File: config.mk
export PLATFORM = sky130hd
export DESIGN_NAME = irq_ctrl
export DESIGN_NICKNAME = d
export VERILOG_FILES = /design/src/rtl/irq_pkg.sv /design/src/rtl/irq_sync.sv /design/src/rtl/irq_ctrl.sv
export SDC_FILE = /design/constraint.sdc
export NUM_CORES = 1
export LEC_CHECK = 0
export CAP_MARGIN = 20
export CORE_ASPECT_RATIO = 1.1
export CORE_MARGIN = 2
export CORE_UTILIZATION = 30
export DETAILED_ROUTE_END_ITERATION = 7
export PLACE_DENSITY = 0.72
export RECOVER_POWER = 50
export SKIP_LAST_GASP = 1
export SLEW_MARGIN = 30
export SYNTH_ARGS = -nofsm -noshare
export SYNTH_HDL_FRONTEND = slang
export SYNTH_HIERARCHICAL = 1
export SYNTH_SLANG_ARGS = --single-unit
File: constraint.sdc
create_clock -name clk -period 1.8 [get_ports clk]
set_clock_uncertainty 0.2 [all_clocks]
set_input_delay 0.18 -clock clk [delete_from_list [all_inputs] [get_ports clk]]
set_output_delay 0.18 -clock clk [all_outputs]
set_load 0.01 [all_outputs]
File: src/rtl/irq_pkg.sv
// Shared definitions for the interrupt controller.
// Holds the register offsets (addr[3:2]), the ID valid-bit position and the
// priority encoder that turns the active vector into a source ID.
package irq_pkg;

    localparam logic [1:0] IRQ_PEND = 2'd0;
    localparam logic [1:0] IRQ_MASK = 2'd1;
    localparam logic [1:0] IRQ_EDGE = 2'd2;
    localparam logic [1:0] IRQ_ID   = 2'd3;

    localparam int IRQ_ID_VALID = 31;
    localparam int IRQ_MAX_SRC  = 16;

    // Lowest set index wins: scan from the top so the last hit is the lowest bit.
    function automatic logic [3:0] irq_prio_id(input logic [IRQ_MAX_SRC-1:0] act);
        logic [3:0] id;
        id = '0;
        for (int i = IRQ_MAX_SRC - 1; i >= 0; i--) begin
            if (act[i]) id = 4'(i);
        end
        return id;
    endfunction

endpackage

File: src/rtl/irq_sync.sv
// Single-source request synchroniser.
// Two flops bring the asynchronous request into clk, a third holds the
// previous synchronised value so a rising edge can be detected.
//   clk   in  system clock
//   rst   in  asynchronous active-low reset
//   din   in  raw external request
//   level out synchronised request (second stage)
//   rise  out one-cycle pulse when the synchronised request goes 0 -> 1
module irq_sync (
    input  logic clk,
    input  logic rst,
    input  logic din,
    output logic level,
    output logic rise
);

    logic s1;
    logic s2;
    logic prev;

    always_ff @(posedge clk or negedge rst) begin
        if (!rst) begin
            s1   <= 1'b0;
            s2   <= 1'b0;
            prev <= 1'b0;
        end else begin
            s1   <= din;
            s2   <= s1;
            prev <= s2;
        end
    end

    assign level = s2;
    assign rise  = s2 & ~prev;

endmodule

File: src/rtl/irq_ctrl.sv
// Memory-mapped interrupt controller feeding the core INT inputs.
// Synchronises requests, latches edge-type requests as pending, masks them
// and reports the highest-priority active source through an ID register.
//   clk     in  system clock
//   rst     in  asynchronous active-low reset
//   irq_in  in  external requests, asynchronous to clk
//   sel     in  bus select from the address decoder
//   addr    in  byte offset; [3:2] picks the register
//   we      in  write strobe, qualified by sel
//   wdata   in  write data
//   rdata   out combinational read data, zero when sel is low
//   int_out out PEND & MASK, driven from flops only
module irq_ctrl
    import irq_pkg::*;
#(
    parameter int N_SRC = 6
) (
    input  logic             clk,
    input  logic             rst,
    input  logic [N_SRC-1:0] irq_in,
    input  logic             sel,
    input  logic [3:0]       addr,
    input  logic             we,
    input  logic [31:0]      wdata,
    output logic [31:0]      rdata,
    output logic [N_SRC-1:0] int_out
);

    logic [N_SRC-1:0] level;
    logic [N_SRC-1:0] rise;
    logic [N_SRC-1:0] pend;
    logic [N_SRC-1:0] mask;
    logic [N_SRC-1:0] edge_mode;
    logic [N_SRC-1:0] clr;
    logic [N_SRC-1:0] active;
    logic [IRQ_MAX_SRC-1:0] act_wide;
    logic [3:0]       id;
    logic             id_valid;
    logic             bus_wr;
    logic             unused_bits;

    for (genvar i = 0; i < N_SRC; i++) begin : g_sync
        irq_sync u_sync (
            .clk   (clk),
            .rst   (rst),
            .din   (irq_in[i]),
            .level (level[i]),
            .rise  (rise[i])
        );
    end

    assign bus_wr = sel & we;
    assign clr    = (bus_wr && addr[3:2] == IRQ_PEND) ? wdata[N_SRC-1:0] : '0;

    // Edge bits: a new rise beats a simultaneous W1C. Level bits just follow s2.
    always_ff @(posedge clk or negedge rst) begin
        if (!rst) begin
            pend <= '0;
        end else begin
            pend <= (edge_mode & (rise | (pend & ~clr))) | (~edge_mode & level);
        end
    end

    always_ff @(posedge clk or negedge rst) begin
        if (!rst) begin
            mask      <= '0;
            edge_mode <= '0;
        end else if (bus_wr) begin
            if (addr[3:2] == IRQ_MASK) mask      <= wdata[N_SRC-1:0];
            if (addr[3:2] == IRQ_EDGE) edge_mode <= wdata[N_SRC-1:0];
        end
    end

    assign active  = pend & mask;
    assign int_out = active;

    always_comb begin
        act_wide                = '0;
        act_wide[N_SRC-1:0]     = active;
        id_valid                = |active;
        id                      = irq_prio_id(act_wide);
    end

    always_comb begin
        rdata = '0;
        if (sel) begin
            case (addr[3:2])
                IRQ_PEND: rdata = 32'(pend);
                IRQ_MASK: rdata = 32'(mask);
                IRQ_EDGE: rdata = 32'(edge_mode);
                default: begin
                    rdata[IRQ_ID_VALID] = id_valid;
                    rdata[3:0]          = id;
                end
            endcase
        end
    end

    assign unused_bits = ^{wdata, addr[1:0]};

endmodule

; Word level (Yosys, flattened, before mapping)
; Cells that the tools add are included.
[totals]
register_bits = 36
output_inout_bits = 38
wordCells = 61
input_bits = 46
[op_classes]
muxes = 11
n_reduce_logical = 6
bitwise = 21
eq_ne = 2
[op_table]
columns = op, n
row1 = 32-bit 2-to-1 mux, 1
row2 = 6-bit bitwise AND, 4
row3 = 4-bit 2-to-1 mux, 5
row4 = 6-bit NOT, 2
row5 = 6-bit bitwise OR, 2
row6 = 4-bit case mux with 3 select lines, 1
row7 = 1-bit bitwise AND, 7
row8 = 6-bit 2-to-1 mux, 1
row9 = 1-bit NOT, 6
row10 = 2-bit case mux with 3 select lines, 1
row11 = 6-bit OR reduction, 1
row12 = 2-bit AND reduction, 2
row13 = 3-bit 2-to-1 mux, 1
row14 = 3-bit OR reduction, 1
row15 = 2-bit by 1-bit == test with 1-bit output (second input constant), 1
row16 = 2-bit == test (second input constant), 1
row17 = 2-bit logical NOT, 1
row18 = 1-bit logical AND, 1
row19 = 1-bit 2-to-1 mux, 1

; Longest topological paths before layout
; Gate-level depths: netlist of run 1.
[logic_depth]
ltp_word = 9
ltp_mapped = 5
depth_no_buf = 4

; By module
; The synthesis of run 1 kept the hierarchy.
[modules_own_cells]
columns = mod, cells_each, instances, area_per_inst_um2, seq_area_each_um2
row1 = irq_ctrl, 131, 1, 1232.4, 450.4
row2 = irq_sync, 4, 6, 88.8, 75.1

; Worst setup path after synthesis of run 1
; Ideal clock, no wire load.
[synth_path]
path_type = reg-to-output
start = register mask[3]
end = output rdata[1]
setup_slack_ns = 0.324
t_arrival_ns = 1.096
path_stages_with_launch = 5
path_cell_list = dfrtp_1 -> and2_1 -> or2_2 -> a31oi_1 -> nor2_1
[synth_via]
elab_chain_len = 7
[synth_lines]
columns = element, line
row1 = "start, declared", irq_ctrl.sv:32  ; logic [N_SRC-1:0] mask;
row2 = "start signal, assigned", irq_ctrl.sv:69  ; if (addr[3:2] == IRQ_MASK) mask <= wdata[N_SRC-1:0];
row3 = 6-bit bitwise AND, irq_ctrl.sv:74  ; assign active = pend & mask;
row4 = named net int_out[3], irq_ctrl.sv:26  ; output logic [N_SRC-1:0] int_out
row5 = 4-bit 2-to-1 mux (4 in a row), irq_pkg.sv:19  ; if (act[i]) id = 4'(i);
row6 = 4-bit case mux with 3 select lines, irq_ctrl.sv:87  ; case (addr[3:2])
row7 = 32-bit 2-to-1 mux, irq_ctrl.sv:86  ; if (sel) begin
row8 = "end, declared", irq_ctrl.sv:25  ; output logic [31:0] rdata,
; The timed path passes the listed nets, and every way through them passes these cells.

; Worst setup path after layout of run 1
[layout_path]
start = register pend[2]
end = output rdata[1]
[layout_via]
elab_chain_len = 6
[layout_lines]
columns = element, line
row1 = "start, declared", irq_ctrl.sv:31  ; logic [N_SRC-1:0] pend;
row2 = "start signal, assigned", irq_ctrl.sv:60  ; pend <= (edge_mode & (rise | (pend & ~clr))) | (~edge_mode & level);
row3 = 6-bit bitwise AND, irq_ctrl.sv:74
row4 = 4-bit 2-to-1 mux (3 in a row), irq_pkg.sv:19
row5 = 4-bit case mux with 3 select lines, irq_ctrl.sv:87
row6 = 32-bit 2-to-1 mux, irq_ctrl.sv:86
; Every way passes these cells.

==> impl_metrics.py, run 1 <==
metrics = {
    "synth": {
        "synth_area_leader_cell": "sky130_fd_sc_hd__dfrtp_1",
        "ys.warnings.count": 6,
        "sequential_element_share_of_the_synthesized_area_pct": 51.0,
        "flip_flop_and_latch_count_after_synthesis": 36,
        "yosysUniqueCellTypes": 24,
        "yosys.cell_count.top_type": "sky130_fd_sc_hd__dfrtp_1",
        "ys_async_sr_fraction_pct": 100,
        "number_of_synthesized_flops_with_an_enable_pin": 0,
        "mappedNetlistArea_mm2": 0.00177,
        "synth_top_cells_by_count": "36 x sky130_fd_sc_hd__dfrtp_1, 27 x sky130_fd_sc_hd__buf_4, 16 x sky130_fd_sc_hd__a21oi_1",
        "number_of_cells_produced_by_synthesis": 155,
        "synthDominantCellAreaShare_pct": 51.0,
        "syn_area_per_cell_um2": 11.4,
        "synth_top_cells_by_area": "sky130_fd_sc_hd__dfrtp_1 51%, sky130_fd_sc_hd__buf_4 11%, sky130_fd_sc_hd__mux2_2 9.6%",
        "ys_dominant_reg_cell": "sky130_fd_sc_hd__dfrtp_1",
    },
    "cts": {
        "clkTransAtPathRegs_ns": 0.06,
        "clock_sinks": 36,
        "clk_latency_ns": 0.28,
        "cts.root.buffer_cell": "sky130_fd_sc_hd__clkbuf_8",
        "tritoncts": "built",
        "cts-buffers-inserted": 5,
        "postCtsHoldBufs": 0,
        "cts_max_level": 2,
        "ctsLongestPathBuffers": 2,
    },
    "placement": {
        "post-place-cells": 276,
        "dp_hpwl_mm": 2.42,
        "numPortBuffers": 30,
        "gp_congestion": 0.815,
        "place_ws_ns": -0.443,
    },
    "detailed_routing": {
        "viasPerCell": 4.31,
        "route.detailed.drc": 0,
        "first_pass_iters": 4,
        "wirelength_mm": 3.69,
        "detailed_route_wire_length_per_cell_um": 12.6,
        "detail_route.iter0.violations": 64,
        "detail-route-antenna-nets": 0,
        "dr_total_vias": 1263,
    },
    "global_routing": {
        "grt_max_degree": 37,
        "gr-usage-all-layers_pct": 11.2,
        "antenna_found_initial": 0,
        "grt.overflow.total": 0,
        "wire_length_of_the_first_global_routing_pass_mm": 5.69,
        "grt_pass1_vias": 1189,
    },
    "power_and_ir_drop": {
        "power.total_w": 0.00222,
        "worst_ir_drop_vdd_uv": 491,
        "power.static_leakage_nw": 1.15,
        "cellPowerDensity_mw_per_mm2": 940,
    },
    "timing": {
        "holdWs_ns": 0.148,
        "setup_tns_ns": -0.152,
        "fmaxAchievable_ghz": 0.527,
        "final-hold-violation-count": 0,
        "final.period_utilization_pct": 105,
        "grt_setup_unrepaired": "true",
        "worst_slew_margin_rel_pct": 42.0,
        "min_period_ns": 1.90,
        "fin_ws_ns": -0.0977,
        "tightest_slew_ns": 0.870,
        "setup_viol_count_final": 3,
        "slew_violations": 0,
    },
    "critical_path": {
        "worst_ep_required_time_ns": 1.42,
        "worst_r2r_startpoint": "pend[0]$_DFF_PN0_",
        "path_class": "reg -> out",
        "startpoint": "pend[2]$_DFF_PN0_",
        "cp-start-kind": "register",
        "setup.worst_path.end_class": "primary output",
        "cp_data_arrival_time_ns": 1.52,
        "critical_path_peak_fanout": 4,
    },
    "final_layout": {
        "syn_to_final_growth_pct": 34.1,
        "design.final.nets": 261,
        "post_route_cells_drive_above_1_share_pct": 34.3,
        "layout.filler_cells": 562,
        "num_antenna_cells": 0,
        "fin_cells": 293,
    },
    "die": {
        "chip_height_um": 84.5,
        "total_die_area_mm2": 0.00651,
        "ioPinCount": 84,
        "std_cell_rows": 29,
        "initial_core_util_pct": 30.8,
        "core_area_mm2": 0.00573,
        "floorplan.die.width_um": 77.1,
    },
    "run": {
        "max_capacitance_violation_count": 0,
    },
    "hold_path": {
        "min_delay_worst_type": "reg -> reg",
        "worstHoldStart": "g_sync[0].u_sync/s1$_DFF_PN0_",
    },
    "status": {
        "status": "complete, but fails checks",
        "failed_checks": "negative setup slack",
    },
}
-- cell usage in the layout (no fill, tap or decap), types with 2 or more instances in the layout --
cell                               n
sky130_fd_sc_hd__mux2_2           14
sky130_fd_sc_hd__buf_2             5
sky130_fd_sc_hd__and2_4            3
sky130_fd_sc_hd__a21oi_1          15
sky130_fd_sc_hd__clkbuf_2          2
sky130_fd_sc_hd__conb_1           25
sky130_fd_sc_hd__nor2_1            7
sky130_fd_sc_hd__dfrtp_1          36
sky130_fd_sc_hd__o21ai_1           2
sky130_fd_sc_hd__mux2i_1           3
sky130_fd_sc_hd__dlygate4sd2_1     7
sky130_fd_sc_hd__clkbuf_1          2
sky130_fd_sc_hd__nand2_1          14
sky130_fd_sc_hd__dlygate4sd3_1     7
sky130_fd_sc_hd__o21ai_0           2
sky130_fd_sc_hd__inv_1             4
sky130_fd_sc_hd__buf_6             3
sky130_fd_sc_hd__clkbuf_8          6
sky130_fd_sc_hd__nor2b_4           6
sky130_fd_sc_hd__buf_4            22
sky130_fd_sc_hd__clkdlybuf4s50_1   7
sky130_fd_sc_hd__dlymetal6s2s_1    2
sky130_fd_sc_hd__and2_1            2
sky130_fd_sc_hd__a31oi_1           2
-- where the power goes --
| group | internal [W] | total [W] | switching, W |
|---|---|---|---|
| clock | 0.000312 | 0.000570 | 0.000258 |
| sequential | 0.000918 | 0.00102 | 0.0000981 |
| combinational | 0.000359 | 0.000638 | 0.000279 |
| total | 0.00159 | 0.00222 | 0.000636 |
-- sequential cells by signal, summed over array words and instances (netlist names) --
| register | flops |
|---|---|
| pend | 6 |
| g_sync.u_sync/s1 | 6 |
| g_sync.u_sync/level | 6 |
| mask | 6 |
| g_sync.u_sync/prev | 6 |
| edge_mode | 6 |
-- critical path: stages, from the launching register on --
cell	delay, ns
sky130_fd_sc_hd__dfrtp_1	0.43
sky130_fd_sc_hd__and2_4	0.18
sky130_fd_sc_hd__or2_4	0.23
sky130_fd_sc_hd__a31oi_1	0.19
sky130_fd_sc_hd__nor2_1	0.07
sky130_fd_sc_hd__buf_2	0.15
-- area by class of cell --
cell class                 instances  area (um2)  share of cell area, %
clock buffer                       8        90.1                   3.81
inverter                           4        15.0                  0.634
multi-input combinational        111         783                   33.1
sequential                        36         901                   38.1
tap                               77        96.3                   4.07
timing repair buffer              57         482                   20.3
-- cell families after synthesis --
group	share of synthesized area [%]
buffers and inverters	12.6
other	0.212
DFF	51.0
AOI/OAI and AO/OA	8.29
and+or+nand+nor	16.6
muxes	11.3
-- what timing repair did --
item | 4_1_cts | 5_1_grt
setup endpoints to repair | 12 | 7
resized for setup | 35 | 15
gates cloned | 1 | 0
buffers inserted | 5 | 3
pin swaps | 4 | 7
-- routing by layer --
| metal | vias up | track usage (%) | routed length, um |
|---|---|---|---|
| met3 | 12 | 3.87 | 221 |
| met2 | 46 | 17.4 | 1780 |
| met1 | 606 | 14.1 | 1570 |
| met5 | - | 0 | 0 |
| met4 | 0 | 5.19 | 126 |
| li1 | 599 | - | - |
-- path summary, 6_finish.rpt --
kind,end,slack [ns],cells past startpoint
max reg2reg,pend[0]$_DFF_PN0_,0.64,4
min in group asynchronous,g_sync[0].u_sync/s1$_DFF_PN0_,0.34,2
min,g_sync[0].u_sync/level$_DFF_PN0_,0.15,0
min reg2reg,g_sync[0].u_sync/level$_DFF_PN0_,0.15,0
max,rdata[1],-0.1,5
max in group asynchronous,g_sync[5].u_sync/prev$_DFF_PN0_,0.51,2
-- through the flow --
step           instance area [um2]  util, %
3_5_place_dp                  2180     38.0
3_3_place_gp                  2180     38.0
4_1_cts                       2300     40.2
5_1_grt                       2370     41.3
2_1_floorplan                 1860        -
6_report                      2370     41.3
(Power assumes the default switching activity.)
==> inputs of run 2 (changes only) <==
GPL_ROUTABILITY_DRIVEN = 1   (was default)
==> results of run 2 <==
The final DEF is identical to that of run 1; final timing and power are the same.
==> inputs of run 3 (changes only) <==
CORE_UTILIZATION = 41   (was 30)
PLACE_DENSITY = 0.9   (was 0.72)
==> impl_metrics.py, run 3 (same netlist as run 1, synthesis figures left out) <==
metrics = {
    "status": {
        "status": "complete, but fails checks",
        "failed_checks": "negative setup slack",
    },
    "final_layout": {
        "final_common_cell": "sky130_fd_sc_hd__dfrtp_1",
        "sequential_cell_area_um2": 901,
        "post_route_cells_drive_above_1_share_pct": 33.0,
        "design.final.nets": 260,
        "multi_input_area_um2": 742,
        "layout.filler_cells": 371,
        "num_antenna_cells": 0,
        "finalInstanceArea_mm2": 0.00228,
        "most-common-layout-cells": "36 x sky130_fd_sc_hd__dfrtp_1, 25 x sky130_fd_sc_hd__conb_1, 23 x sky130_fd_sc_hd__buf_4, 16 x sky130_fd_sc_hd__a21oi_1, 15 x sky130_fd_sc_hd__mux2_2",
        "syn_to_final_growth_pct": 29.0,
    },
    "die": {
        "initial_core_util_pct": 41.8,
        "chip_height_um": 72.8,
        "core_area_mm2": 0.00422,
        "total_die_area_mm2": 0.00485,
        "ioPinCount": 84,
        "std_cell_rows": 25,
        "floorplan.die.width_um": 66.6,
    },
    "detailed_routing": {
        "detail_route.iter0.violations": 46,
        "detail-route-antenna-nets": 0,
        "viasPerCell": 4.60,
        "route.detailed.drc": 0,
        "wirelength_mm": 3.54,
        "dr_total_vias": 1238,
        "detailed_route_wire_length_per_cell_um": 13.1,
        "first_pass_iters": 4,
    },
    "critical_path": {
        "startpoint": "mask[2]$_DFFE_PN0P_",
        "r2r.worst_path.cells": 3,
        "cp-start-kind": "register",
        "cp_data_arrival_time_ns": 1.49,
        "path_class": "reg -> out",
        "worst_r2r_startpoint": "mask[2]$_DFFE_PN0P_",
        "worst_ep_required_time_ns": 1.42,
        "setup.worst_path.end_class": "primary output",
        "worst_reg_to_reg_setup_slack_ns": 0.58,
        "critical_path_peak_fanout": 3,
    },
    "power_and_ir_drop": {
        "p_int_w": 0.00157,
        "cellPowerDensity_mw_per_mm2": 967,
        "p_switching_w": 0.000635,
        "comb_power_share_pct": 27.7,
        "clock_power_share_pct": 26.1,
        "netSwitchingFraction_pct": 28.8,
        "worst_ir_drop_vdd_uv": 441,
        "pwr-share-seq_pct": 46.2,
        "power.static_leakage_nw": 1.14,
    },
    "hold_path": {
        "hold_path_depth": 0,
        "worstHoldStart": "g_sync[1].u_sync/s1$_DFF_PN0_",
        "min_delay_worst_type": "reg -> reg",
    },
    "timing": {
        "setup_tns_ns": -0.141,
        "min_period_ns": 1.87,
        "final-hold-violation-count": 0,
        "final.period_utilization_pct": 104,
        "setup_viol_count_final": 4,
        "tightest_slew_ns": 0.884,
        "grt_setup_unrepaired": "true",
        "fmaxAchievable_ghz": 0.536,
        "fin_ws_ns": -0.0664,
        "worst_slew_margin_rel_pct": 41.1,
        "slew_violations": 0,
    },
    "cts": {
        "tritoncts": "built",
        "clkTransAtPathRegs_ns": 0.07,
        "postCtsHoldBufs": 0,
        "clk_latency_ns": 0.29,
        "clock_sinks": 36,
        "cts.root.buffer_cell": "sky130_fd_sc_hd__clkbuf_8",
        "ctsLongestPathBuffers": 2,
        "cts-buffers-inserted": 5,
        "cts_max_level": 2,
    },
    "global_routing": {
        "grt_max_degree": 37,
        "wire_length_of_the_first_global_routing_pass_mm": 5.66,
        "grt.overflow.total": 0,
        "antenna_found_initial": 0,
        "gr-usage-all-layers_pct": 16.1,
        "grt_pass1_vias": 1187,
    },
    "placement": {
        "dp_hpwl_mm": 2.37,
        "gp_congestion": 0.793,
        "numPortBuffers": 30,
        "placed_area_mm2": 0.00214,
    },
    "run": {
        "max_capacitance_violation_count": 0,
    },
}
[run 3: worst paths after layout]
kind / endpoint
min in group asynchronous: g_sync[1].u_sync/s1$_DFF_PN0_
min reg2reg: g_sync[1].u_sync/level$_DFF_PN0_
max reg2reg: mask[2]$_DFFE_PN0P_
min: g_sync[1].u_sync/level$_DFF_PN0_
max: rdata[2]
max in group asynchronous: edge_mode[3]$_DFFE_PN0P_
[run 3: area by class of cell]
| type | instances | area share (%) |
|---|---|---|
| Sequential cell | 36 | 39.6 |
| Tap cell | 54 | 2.97 |
| Timing Repair Buffer | 56 | 20.2 |
| Multi-Input combinational cell | 111 | 32.6 |
| Clock buffer | 6 | 3.63 |
| Clock inverter | 2 | 0.440 |
| Inverter | 4 | 0.659 |
[run 3: worst max-delay path, cell delays in order (launching register included)]
cell and delay [ns]:
sky130_fd_sc_hd__dfrtp_1 0.40, sky130_fd_sc_hd__buf_6 0.13, sky130_fd_sc_hd__a22oi_2 0.19, sky130_fd_sc_hd__and3b_1 0.21
sky130_fd_sc_hd__a21oi_1 0.07, sky130_fd_sc_hd__nor2_1 0.07, sky130_fd_sc_hd__buf_2 0.13
[run 3: per-layer routing]
metal | vias to the layer above | share of wire [%] | global-route usage (%)
met5 | - | 0 | 0
met4 | 0 | 3.0 | 11.1
met3 | 10 | 5.7 | 4.01
met2 | 46 | 49 | 24.9
met1 | 587 | 42 | 19.6
li1 | 595 | - | -
[run 3: power groups by stage]
stage | clock network [W] | logic, W | registers [W]
6_report | 0.000575 | 0.000610 | 0.00102
4_1_cts | 0.000595 | 0.000588 | 0.00101
5_1_grt | 0.000639 | 0.000671 | 0.00103
2_1_floorplan | 0 | 0.000329 | 0.00100
3_5_place_dp | 0 | 0.000561 | 0.00103
3_3_place_gp | 0 | 0.000545 | 0.00102
[run 3: per-stage QoR]
| step | hold WS (ns) | std cells | power [W] | setup slack [ns] | utilization, % |
|---|---|---|---|---|---|
| final | 0.150 | 269 | 0.00220 | -0.0664 | 53.9 |
| after global routing | 0.155 | 269 | 0.00234 | -0.170 | 53.9 |
| after CTS | 0.114 | 266 | 0.00220 | -0.0640 | 53.7 |
| after detailed placement | 0.136 | 252 | 0.00159 | -0.510 | 50.8 |
| after global placement | 0.131 | 252 | 0.00156 | -0.492 | 50.8 |
| after floorplan | -0.316 | 179 | 0.00133 | 0.324 | - |
[run 3: timing repair]
item | 4_1_cts | 5_1_grt
pin swaps | 4 | 5
buffers inserted | 6 | 3
resized for setup | 33 | 8
setup endpoints to repair | 11 | 9
hold endpoints to repair | 0 | 0
